[src/rtl/gnss_search_scheduler_pkg.sv]
// Shared types for the GNSS search scheduler.
// This file holds the SV index and data word types, the scheduler state
// encoding, and the captured result record. It also provides the
// detection-threshold helper.
package gnss_search_scheduler_pkg;

  localparam int NUM_SV  = 32;
  localparam int SV_W    = 5;
  localparam int WORD_W  = 32;

  typedef logic [SV_W-1:0]   sv_t;
  typedef logic [WORD_W-1:0] word_t;

  localparam sv_t LAST_SV = sv_t'(NUM_SV - 1);

  typedef enum logic [2:0] {
    ST_IDLE      = 3'd0,
    ST_SCAN      = 3'd1,
    ST_START     = 3'd2,
    ST_WAIT_FINE = 3'd3,
    ST_RESULT    = 3'd4,
    ST_FINISH    = 3'd5
  } sched_state_t;

  typedef struct packed {
    sv_t   sv;
    word_t dop;
    word_t code;
    word_t corr;
    logic  found;
    logic  timeout;
  } search_result_t;

  // Unsigned detection test; a correlation equal to the threshold is a hit.
  function automatic logic corr_found(input word_t corr, input word_t thr);
    return (corr >= thr);
  endfunction

endpackage

[src/rtl/gnss_search_timeout_ctr.sv]
// Per-SV timeout down-counter.
// Ports:
//   clk, rst  : clock and synchronous active-high reset
//   load      : load load_val (takes priority over en)
//   load_val  : value loaded on load
//   en        : decrement by one per cycle; holds at zero
//   zero      : count is zero
module gnss_search_timeout_ctr #(
  parameter int W = 24
) (
  input  logic         clk,
  input  logic         rst,
  input  logic         load,
  input  logic [W-1:0] load_val,
  input  logic         en,
  output logic         zero
);

  logic [W-1:0] count_q;

  always_ff @(posedge clk) begin
    if (rst) begin
      count_q <= '0;
    end else if (load) begin
      count_q <= load_val;
    end else if (en && (count_q != '0)) begin
      count_q <= count_q - W'(1);
    end
  end

  assign zero = (count_q == '0);

endmodule

[src/rtl/gnss_search_scheduler.sv]
// GNSS acquisition search scheduler.
// The scheduler walks a latched 32-bit SV mask. For each enabled SV it starts
// the search engine and waits for the fine search to finish, or for the
// per-SV timeout to expire. It then captures the result and emits one
// record per SV on a valid/ready stream.
// Ports:
//   clk, rst             : clock, synchronous active-high reset
//   start, abort         : scan control (abort has top priority)
//   sv_mask, threshold,
//   timeout              : scan parameters, latched when start is accepted
//   busy, done           : scan status (done is a one-cycle pulse)
//   search_busy,
//   fine_search_busy     : engine status
//   search_start,
//   search_sv            : engine request
//   search_dop/code/corr : engine results
//   res_*                : result record stream
//   dbg_state            : current FSM state
//
// Result stream: a record transfers on a cycle where res_valid and res_ready
// are both high. Once res_valid rises, every res_* field stays constant until
// that transfer. res_ready may be high before res_valid. An abort withdraws
// a pending record.
module gnss_search_scheduler
  import gnss_search_scheduler_pkg::*;
#(
  parameter int TIMEOUT_W = 24
) (
  input  logic                 clk,
  input  logic                 rst,
  input  logic                 start,
  input  logic                 abort,
  input  logic [31:0]          sv_mask,
  input  logic [31:0]          threshold,
  input  logic [TIMEOUT_W-1:0] timeout,
  output logic                 busy,
  output logic                 done,
  input  logic                 search_busy,
  input  logic                 fine_search_busy,
  output logic                 search_start,
  output sv_t                  search_sv,
  input  word_t                search_dop,
  input  word_t                search_code,
  input  word_t                search_corr,
  output logic                 res_valid,
  input  logic                 res_ready,
  output sv_t                  res_sv,
  output word_t                res_dop,
  output word_t                res_code,
  output word_t                res_corr,
  output logic                 res_found,
  output logic                 res_timeout,
  output sched_state_t         dbg_state
);

  sched_state_t         state_q, state_d;
  sv_t                  ptr_q;
  logic [31:0]          mask_q;
  word_t                thr_q;
  logic [TIMEOUT_W-1:0] tmo_q;
  logic                 fine_prev_q;
  search_result_t       result_q;

  logic accept_start;
  logic ptr_inc;
  logic tmo_load;
  logic cap_fine;
  logic cap_tmo;
  logic fine_fall;
  logic tmo_zero;
  logic tmo_expired;
  logic tmo_en;

  assign fine_fall   = fine_prev_q & ~fine_search_busy;
  assign tmo_expired = (tmo_q != '0) && tmo_zero;
  assign tmo_en      = (state_q == ST_START) || (state_q == ST_WAIT_FINE);

  // The counter is loaded with timeout-1 on START entry. Zero is then seen
  // on the timeout-th cycle spent in START/WAIT_FINE. The FSM leaves on that
  // cycle, so exactly `timeout` cycles pass between START entry and RESULT.
  gnss_search_timeout_ctr #(
    .W (TIMEOUT_W)
  ) u_timeout_ctr (
    .clk      (clk),
    .rst      (rst),
    .load     (tmo_load),
    .load_val (tmo_q - TIMEOUT_W'(1)),
    .en       (tmo_en),
    .zero     (tmo_zero)
  );

  // Next-state and control strobes.
  always_comb begin
    state_d      = state_q;
    accept_start = 1'b0;
    ptr_inc      = 1'b0;
    tmo_load     = 1'b0;
    cap_fine     = 1'b0;
    cap_tmo      = 1'b0;

    case (state_q)
      ST_IDLE: begin
        if (start) begin
          state_d      = ST_SCAN;
          accept_start = 1'b1;
        end
      end

      ST_SCAN: begin
        if (mask_q[ptr_q]) begin
          state_d  = ST_START;
          tmo_load = 1'b1;
        end else if (ptr_q == LAST_SV) begin
          state_d = ST_FINISH;
        end else begin
          ptr_inc = 1'b1;
        end
      end

      ST_START: begin
        if (tmo_expired) begin
          state_d = ST_RESULT;
          cap_tmo = 1'b1;
        end else if (search_busy) begin
          state_d = ST_WAIT_FINE;
        end
      end

      ST_WAIT_FINE: begin
        // A completion in the same cycle as expiry wins: real data is kept.
        if (fine_fall) begin
          state_d  = ST_RESULT;
          cap_fine = 1'b1;
        end else if (tmo_expired) begin
          state_d = ST_RESULT;
          cap_tmo = 1'b1;
        end
      end

      ST_RESULT: begin
        if (res_ready) begin
          if (ptr_q == LAST_SV) begin
            state_d = ST_FINISH;
          end else begin
            state_d = ST_SCAN;
            ptr_inc = 1'b1;
          end
        end
      end

      ST_FINISH: begin
        state_d = ST_IDLE;
      end

      default: begin
        state_d = ST_IDLE;
      end
    endcase

    if (abort) begin
      state_d      = ST_IDLE;
      accept_start = 1'b0;
      ptr_inc      = 1'b0;
      tmo_load     = 1'b0;
      cap_fine     = 1'b0;
      cap_tmo      = 1'b0;
    end
  end

  // State, scan context and registered outputs. The status outputs are
  // decoded from state_d, so each one lines up with the state it describes.
  always_ff @(posedge clk) begin
    if (rst) begin
      state_q      <= ST_IDLE;
      ptr_q        <= '0;
      mask_q       <= '0;
      thr_q        <= '0;
      tmo_q        <= '0;
      fine_prev_q  <= 1'b0;
      result_q     <= '0;
      busy         <= 1'b0;
      done         <= 1'b0;
      search_start <= 1'b0;
      search_sv    <= '0;
      res_valid    <= 1'b0;
    end else begin
      state_q     <= state_d;
      fine_prev_q <= fine_search_busy;

      if (accept_start) begin
        mask_q <= sv_mask;
        thr_q  <= threshold;
        tmo_q  <= timeout;
      end

      if (accept_start) begin
        ptr_q <= '0;
      end else if (ptr_inc) begin
        ptr_q <= ptr_q + sv_t'(1);
      end

      if (tmo_load) begin
        search_sv <= ptr_q;
      end

      if (cap_fine) begin
        result_q <= '{sv: ptr_q, dop: search_dop, code: search_code,
                      corr: search_corr,
                      found: corr_found(search_corr, thr_q),
                      timeout: 1'b0};
      end else if (cap_tmo) begin
        result_q <= '{sv: ptr_q, dop: '0, code: '0, corr: '0,
                      found: 1'b0, timeout: 1'b1};
      end

      busy         <= (state_d != ST_IDLE);
      done         <= (state_d == ST_FINISH);
      search_start <= (state_d == ST_START);
      res_valid    <= (state_d == ST_RESULT);
    end
  end

  assign res_sv      = result_q.sv;
  assign res_dop     = result_q.dop;
  assign res_code    = result_q.code;
  assign res_corr    = result_q.corr;
  assign res_found   = result_q.found;
  assign res_timeout = result_q.timeout;
  assign dbg_state   = state_q;

endmodule

[config.mk]
export PLATFORM = sky130hd
export DESIGN_NAME = gnss_search_scheduler
export DESIGN_NICKNAME = d
export VERILOG_FILES = /design/src/rtl/gnss_search_scheduler_pkg.sv /design/src/rtl/gnss_search_timeout_ctr.sv /design/src/rtl/gnss_search_scheduler.sv
export SDC_FILE = /design/constraint.sdc
export NUM_CORES = 1
export LEC_CHECK = 0
export BUFFER_PORTS_ARGS = -buffer_cell sky130_fd_sc_hd__buf_2
export CAP_MARGIN = 20
export CORE_ASPECT_RATIO = 1.25
export CORE_MARGIN = 4
export CORE_UTILIZATION = 56
export CTS_CLUSTER_DIAMETER = 120
export DETAILED_ROUTE_END_ITERATION = 6
export GPL_ROUTABILITY_DRIVEN = 0
export PLACE_DENSITY_LB_ADDON = 0.25
export SYNTH_ARGS = -nofsm -noshare
export SYNTH_HDL_FRONTEND = slang
export SYNTH_SLANG_ARGS = --single-unit
[constraint.sdc]
create_clock -name clk -period 12.3 [get_ports clk]
set_input_delay 0.615 -clock clk [delete_from_list [all_inputs] [get_ports clk]]
set_output_delay 0.615 -clock clk [all_outputs]
set_load 0.02 [all_outputs]
* Word level (Yosys, flattened, before mapping)
Cells that the tools add are included.
** Operators by class
- Equality and inequality tests :: 8
- Magnitude comparators :: 2
- Bitwise gates (word level) :: 2
- Reduce and logical (&&, ||, !) cells :: 12
- Add/sub/neg operators :: 3
- Muxes and demuxes :: 35
** Operators with widths (number)
- $mux 103 :: 2
- $mux 24 :: 2
- $reduce_bool 24->1 :: 2
- $sub 24x1->24 const B :: 2
- $ge 32x32->1 :: 1
- $mux 3 :: 10
- $logic_not 24->1 :: 1
- $mux 1 :: 17
- $pmux 3 s5 :: 1
- $eq 3x2->1 const B :: 3
- $eq 3x3->1 const B :: 3
- $lt 5x6->1 const B :: 1
- $add 5x1->5 const B :: 1
- $bmux 1 s5 :: 1
- $eq 5x5->1 const B :: 1
- $pmux 1 s2 :: 2
- $reduce_bool 2->1 :: 2
- $reduce_or 2->1 :: 2
- $eq 3x1->1 const B :: 1
- $logic_not 3->1 :: 1
- $reduce_bool 3->1 :: 1
- $logic_and 1x1->1 :: 2
- $and 1x1->1 :: 1
- $logic_or 1x1->1 :: 1
- $not 1->1 :: 1
** Word-level totals
- Flip-flop bits (word level) :: 233
- Output and inout port bits :: 115
- Word-level logic and storage cells :: 80
- Bits of input ports :: 191

* Longest topological paths before layout
- Word-level depth :: 8
- Depth in mapped cells :: 20
- Gate-level depth less buffers :: 14

* Hierarchy
From an unflattened synthesis, not the netlist that was laid out.
** Second synthesis, totals
- Cell total of the unflattened synthesis :: 1203
- Area, all modules :: 10719.0 um2
** Modules (own cells, without submodules)
- gnss_search_scheduler :: times used 1, area an instance 9212.6 um2, sequential area each 4184.0 um2, cells an instance 1027
- gnss_search_timeout_ctr :: times used 1, area an instance 1506.4 um2, sequential area each 480.5 um2, cells an instance 176

* Least setup slack after synthesis
Ideal clock, no wire load.
- Kind :: register -> register
- Start :: reg ptr_q[1]
- End :: reg u_timeout_ctr.count_q[22]
- Setup time :: 0.130 ns
- Clock period less this slack :: 4.645 ns
- Slack :: 7.655 ns
- Buffers on the path :: 5
- Data required time :: 12.170 ns
- Cell stages (with the launch flop) :: 20
- Data arrival time :: 4.515 ns
- Cells stage by stage :: dfxtp_1 buf_2 mux2_1 or3_1 nand4_1 o31ai_4 o211ai_4 buf_6 buf_2 buf_1 mux2i_1 ha_1 clkbuf_1 nand2_1 or2_2 nor3_1 mux2i_2 a2111oi_1 mux2i_1 o31ai_1
** Between the ends
- Longest elaborated chain between the ends :: 6
- Elaborated cells on any way between the ends :: 7
- Those cells by class :: mux (6); reduce/logical (1)
** RTL lines
- start, declared :: RTL line gnss_search_scheduler.sv:57 : sv_t ptr_q;
- start signal, assigned :: RTL line gnss_search_scheduler.sv:199 : ptr_q <= ptr_q + sv_t'(1);
- $bmux 1 s5 * :: RTL line gnss_search_scheduler.sv:110 : if (mask_q[ptr_q]) begin
- $mux 1 (not written as such) * :: RTL line gnss_search_scheduler.sv:110
- $mux 1 * :: RTL line gnss_search_scheduler.sv:110
- $mux 1 * :: RTL line gnss_search_scheduler.sv:101 : case (state_q)
- $mux 1 * :: RTL line gnss_search_scheduler.sv:160 : if (abort) begin
- $mux 24 or $reduce_bool 2->1 (tied branches)
- end signal, assigned :: RTL line gnss_search_timeout_ctr.sv:25 : count_q <= load_val;
- end signal, assigned :: RTL line gnss_search_timeout_ctr.sv:27 : count_q <= count_q - W'(1);
- end, declared :: RTL line gnss_search_timeout_ctr.sv:19 : logic [W-1:0] count_q;
Mark *: on every way between the ends. The rest lies on a longest branch, timed or not. The select of a mux whose other input is x is not followed.
A chain may end at the register's enable or synchronous reset.

* Worst setup path after layout
- Start :: reg ptr_q[2]
- End :: reg u_timeout_ctr.count_q[22]
The elaborated chain is that of the path after synthesis.

==> impl_metrics.csv <==
group,metric,value,unit
timing,worstMarginPinSlew,1060,ps
power,ir_drop,0.102,mV
clocking,cts_tree,"done",
timing,period_share,42.2,%
worst_setup_path,path_class,"flop to flop",
timing,timing.fmax,193,MHz
routing,drt_pre_antenna_iters,5,
grt,grt_start_max_net_pins,134,
routing,wl_met3,2.05,mm
worst_setup_path,r2r_end,"u_timeout_ctr.count_q[22]$_SDFFE_PP0P_",
layout,drive_above_1_share,23.3,%
timing,hold_viol_final,0,
logic_synthesis,yosys_register_bits,233,
die,die_h,162,um
routing,avgRoutedWirePerCell,16.0,um
routing,wl_met1,11.9,mm
timing,rsz0062_at_grt,"false",
timing,period_minus_slack,5190,ps
clocking,post_cts.repair.setup_buffers,0,
logic_synthesis,synth-seq-area-share,44.0,%
clocking,clockBufferDepth,3,
timing,setup_tns,0,ps
layout,nFillCells,1613,
logic_synthesis,synth_enable_flop_cells,0,
grt,grt_usage,26.4,%
power,leakage,5.44,nW
routing,drcViolationCount,0,
grt,antenna_found_initial,5,
power,power.total,1.60,mW
hold_path,worstHoldStart,"search_dop[3]",
grt,grt_pass1_vias,9652,
clocking,cts_hold_buf,0,
routing,drt_iter0_drc,695,
placed_design,port_buffers,305,
timing,slew_viol_final,0,
logic_synthesis,syn_nets,1582,
layout,nNetsFinal,1822,
routing,routed_wirelength,29.5,mm
clocking,numCtsBuffers,23,
die,die_x,131,um
logic_synthesis,syn-cell-area,10600,sq um
worst_setup_path,r2r_slack,7110,ps
clocking,clk_pin_slew,70,ps
logic_synthesis,synth.area.top_cells,"dfxtp_1 (44%), nand2_1 (11%), a21oi_1 (10%)",
routing,vias,10300,
routing,met2_wirelength,14.4,mm
die,start_util,56.6,%
hold_path,hold-path-cell-count,3,
logic_synthesis,avgSynthCellArea,7.82,sq um
run_status,status,"finished, final reports clean",
worst_setup_path,r2r_start,"ptr_q[2]$_SDFFE_PP0P_",
routing,drt-vias-per-instance,5.56,
worst_setup_path,worstPathArrival,5550,ps
logic_synthesis,yosysTopAreaCell,"dfxtp_1",
layout,multi_input_area,5420,sq um
placed_design,detailed_place_hpwl,20.0,mm
layout,regArea,4660,sq um
clocking,post_cts_resized,0,
routing,ant_nets,0,
worst_setup_path,crit_path_max_fanout,50,
clocking,cts_root_buf,"clkbuf_16",
power,powerDensity,124,nW/um^2
flow_run,cap_violations,0,
worst_setup_path,startpoint_type,"flop",
logic_synthesis,yosys_warnings,0,
die,num_rows,56,
logic_synthesis,synth_ff_type,"dfxtp_1",
hold_path,worstHoldPathType,"primary input to flop",
worst_setup_path,endpoint_kind,"flop",
clocking,clk_latency,510,ps
clocking,clock-sinks,233,
logic_synthesis,yosys.area.top_type_share,44.0,%
hold_path,worstHoldEndpoint,"res_dop[3]$_SDFFE_PP0P_",
die,die_area,21200,sq um
timing,postLayoutSetupSlackWorst,7110,ps
timing,setup_violations,0,
grt,overflow,0,
routing,highest_layer,"met5",
die,coreArea,18700,sq um
timing,slew_headroom,29.6,%
logic_synthesis,async_reset_ff_share,0,%
logic_synthesis,yosysUniqueCellTypes,65,
logic_synthesis,netlist_instances,1356,
placed_design,placed_cell_area,12100,sq um
worst_setup_path,crit_required,12660,ps
clocking,htreeDepth,1,
grt,grt_first_pass_wirelength,46.5,mm
placed_design,place_ws,7110,ps
layout,fin_area,12900,sq um
die,pin_count,306,
worst_setup_path,ff2ff_path_depth,15,
layout,area_growth,21.7,%
timing,finClkSkew,7.01,ps
-- flip-flops by register name (all words and copies together) (netlist names) --
register               cells
mask_q                    32
res_code                  32
res_corr                  32
res_dop                   32
thr_q                     32
tmo_q                     24
u_timeout_ctr.count_q     24
ptr_q                      5
res_sv                     5
search_sv                  5
dbg_state                  3
busy                       1
done                       1
fine_prev_q                1
res_found                  1
res_timeout                1
res_valid                  1
search_start               1
-- cell type report --
| cell class | instances | share of cell area, % |
|---|---|---|
| clock buffers | 30 | 4.98 |
| well taps | 232 | 2.25 |
| multi-input cells | 983 | 42.0 |
| flip-flops and latches | 233 | 36.2 |
| clock inverters | 9 | 0.573 |
| inverters | 41 | 1.19 |
| repair buffers | 314 | 12.7 |
| diodes | 3 | 0.0582 |
-- worst max-delay path by stage --
| stage | slack (ps) | depth (start not counted) | to | startpoint |
|---|---|---|---|---|
| floorplan | 7650 | 19 | u_timeout_ctr.count_q[22]$_SDFFE_PP0P_ | ptr_q[1]$_SDFFE_PP0P_ |
| global placement | 7290 | 15 | u_timeout_ctr.count_q[22]$_SDFFE_PP0P_ | ptr_q[2]$_SDFFE_PP0P_ |
| detailed placement | 7110 | 15 | u_timeout_ctr.count_q[22]$_SDFFE_PP0P_ | ptr_q[2]$_SDFFE_PP0P_ |
| CTS | 7120 | 15 | u_timeout_ctr.count_q[22]$_SDFFE_PP0P_ | ptr_q[2]$_SDFFE_PP0P_ |
| global route | 6770 | 15 | u_timeout_ctr.count_q[22]$_SDFFE_PP0P_ | ptr_q[2]$_SDFFE_PP0P_ |
| finish | 7110 | 15 | u_timeout_ctr.count_q[22]$_SDFFE_PP0P_ | ptr_q[2]$_SDFFE_PP0P_ |
-- kinds of logic after synthesis --
family,Yosys count,synth area share (%)
and+or+nand+nor,588,24.7
AOI/OAI and AO/OA,297,16.2
DFF,233,44.0
buffers and inverters,140,5.16
muxes,38,3.70
adders and majority gates,35,4.13
xor gates and xnor gates,25,2.07
-- layer usage --
metal	track usage, %	vias to the layer above
met4	10.3	8
li1	-	5137
met1	32.7	4720
met3	5.95	81
met5	0	-
met2	44.3	316
-- cell usage after synthesis (2+ instances only) --
library cell,number
a2111oi_0,2
a2111oi_1,3
a211oi_1,14
a21o_1,9
a21oi_1,219
a311oi_1,2
a31oi_1,6
and2_1,4
buf_1,8
buf_2,5
buf_4,2
clkbuf_1,83
dfxtp_1,233
ha_1,35
inv_1,40
mux2_1,2
mux2_2,4
mux2i_1,31
nand2_1,313
nand2b_1,13
nand3_1,112
nand4_1,5
nor2_1,56
nor2b_1,9
nor3_1,33
nor3b_1,4
nor4_1,14
o211a_1,2
o211ai_1,4
o21a_1,2
o21ai_0,11
o22ai_1,3
o31a_1,4
o31ai_1,2
or2_2,4
or3_1,9
or3_4,2
or4_1,2
xnor2_1,18
xor2_1,7
-- critical path, stage by stage, from the launching register on --
cell	delay, ps
dfxtp_1	830
mux2_1	380
o311a_1	280
and4_1	180
a31o_1	250
o211ai_4	180
buf_4	510
mux2i_1	280
ha_1	350
nand2_1	110
or2_2	310
nor3_1	300
mux2i_2	250
a2111oi_1	480
mux2i_1	230
o31ai_1	80
-- layout by cell type, fill, tap and decap left out, types with 5 or more instances in the layout --
| cell type | count |
|---|---|
| a211oi_1 | 14 |
| a21o_1 | 9 |
| a21oi_1 | 219 |
| a31oi_1 | 6 |
| buf_2 | 304 |
| buf_4 | 7 |
| clkbuf_16 | 23 |
| clkinv_2 | 7 |
| dfxtp_1 | 233 |
| ha_1 | 35 |
| inv_1 | 40 |
| mux2i_1 | 31 |
| nand2_1 | 312 |
| nand2b_1 | 13 |
| nand3_1 | 111 |
| nand4_1 | 5 |
| nor2_1 | 56 |
| nor2b_1 | 9 |
| nor3_1 | 31 |
| nor4_1 | 14 |
| o21ai_0 | 11 |
| or3_1 | 8 |
| xnor2_1 | 18 |
| xor2_1 | 7 |
-- per-stage QoR --
step / hold WS (ps) / cells / utilization (%)
6_report: 336 / 1845 / 68.9
3_3_place_gp: 443 / 1801 / 64.8
3_5_place_dp: 447 / 1801 / 64.8
4_1_cts: 315 / 1840 / 68.6
2_1_floorplan: 432 / 1356 / -
5_1_grt: 325 / 1843 / 68.9
-- report_power, final --
group          leakage (nW)  switching [mW]  internal [mW]
Combinational          3.19          0.0830         0.0628
Sequential             1.89          0.0119          0.769
Clock                 0.362           0.291          0.387
Total                  5.44           0.386           1.22
(Power assumes the default switching activity.)
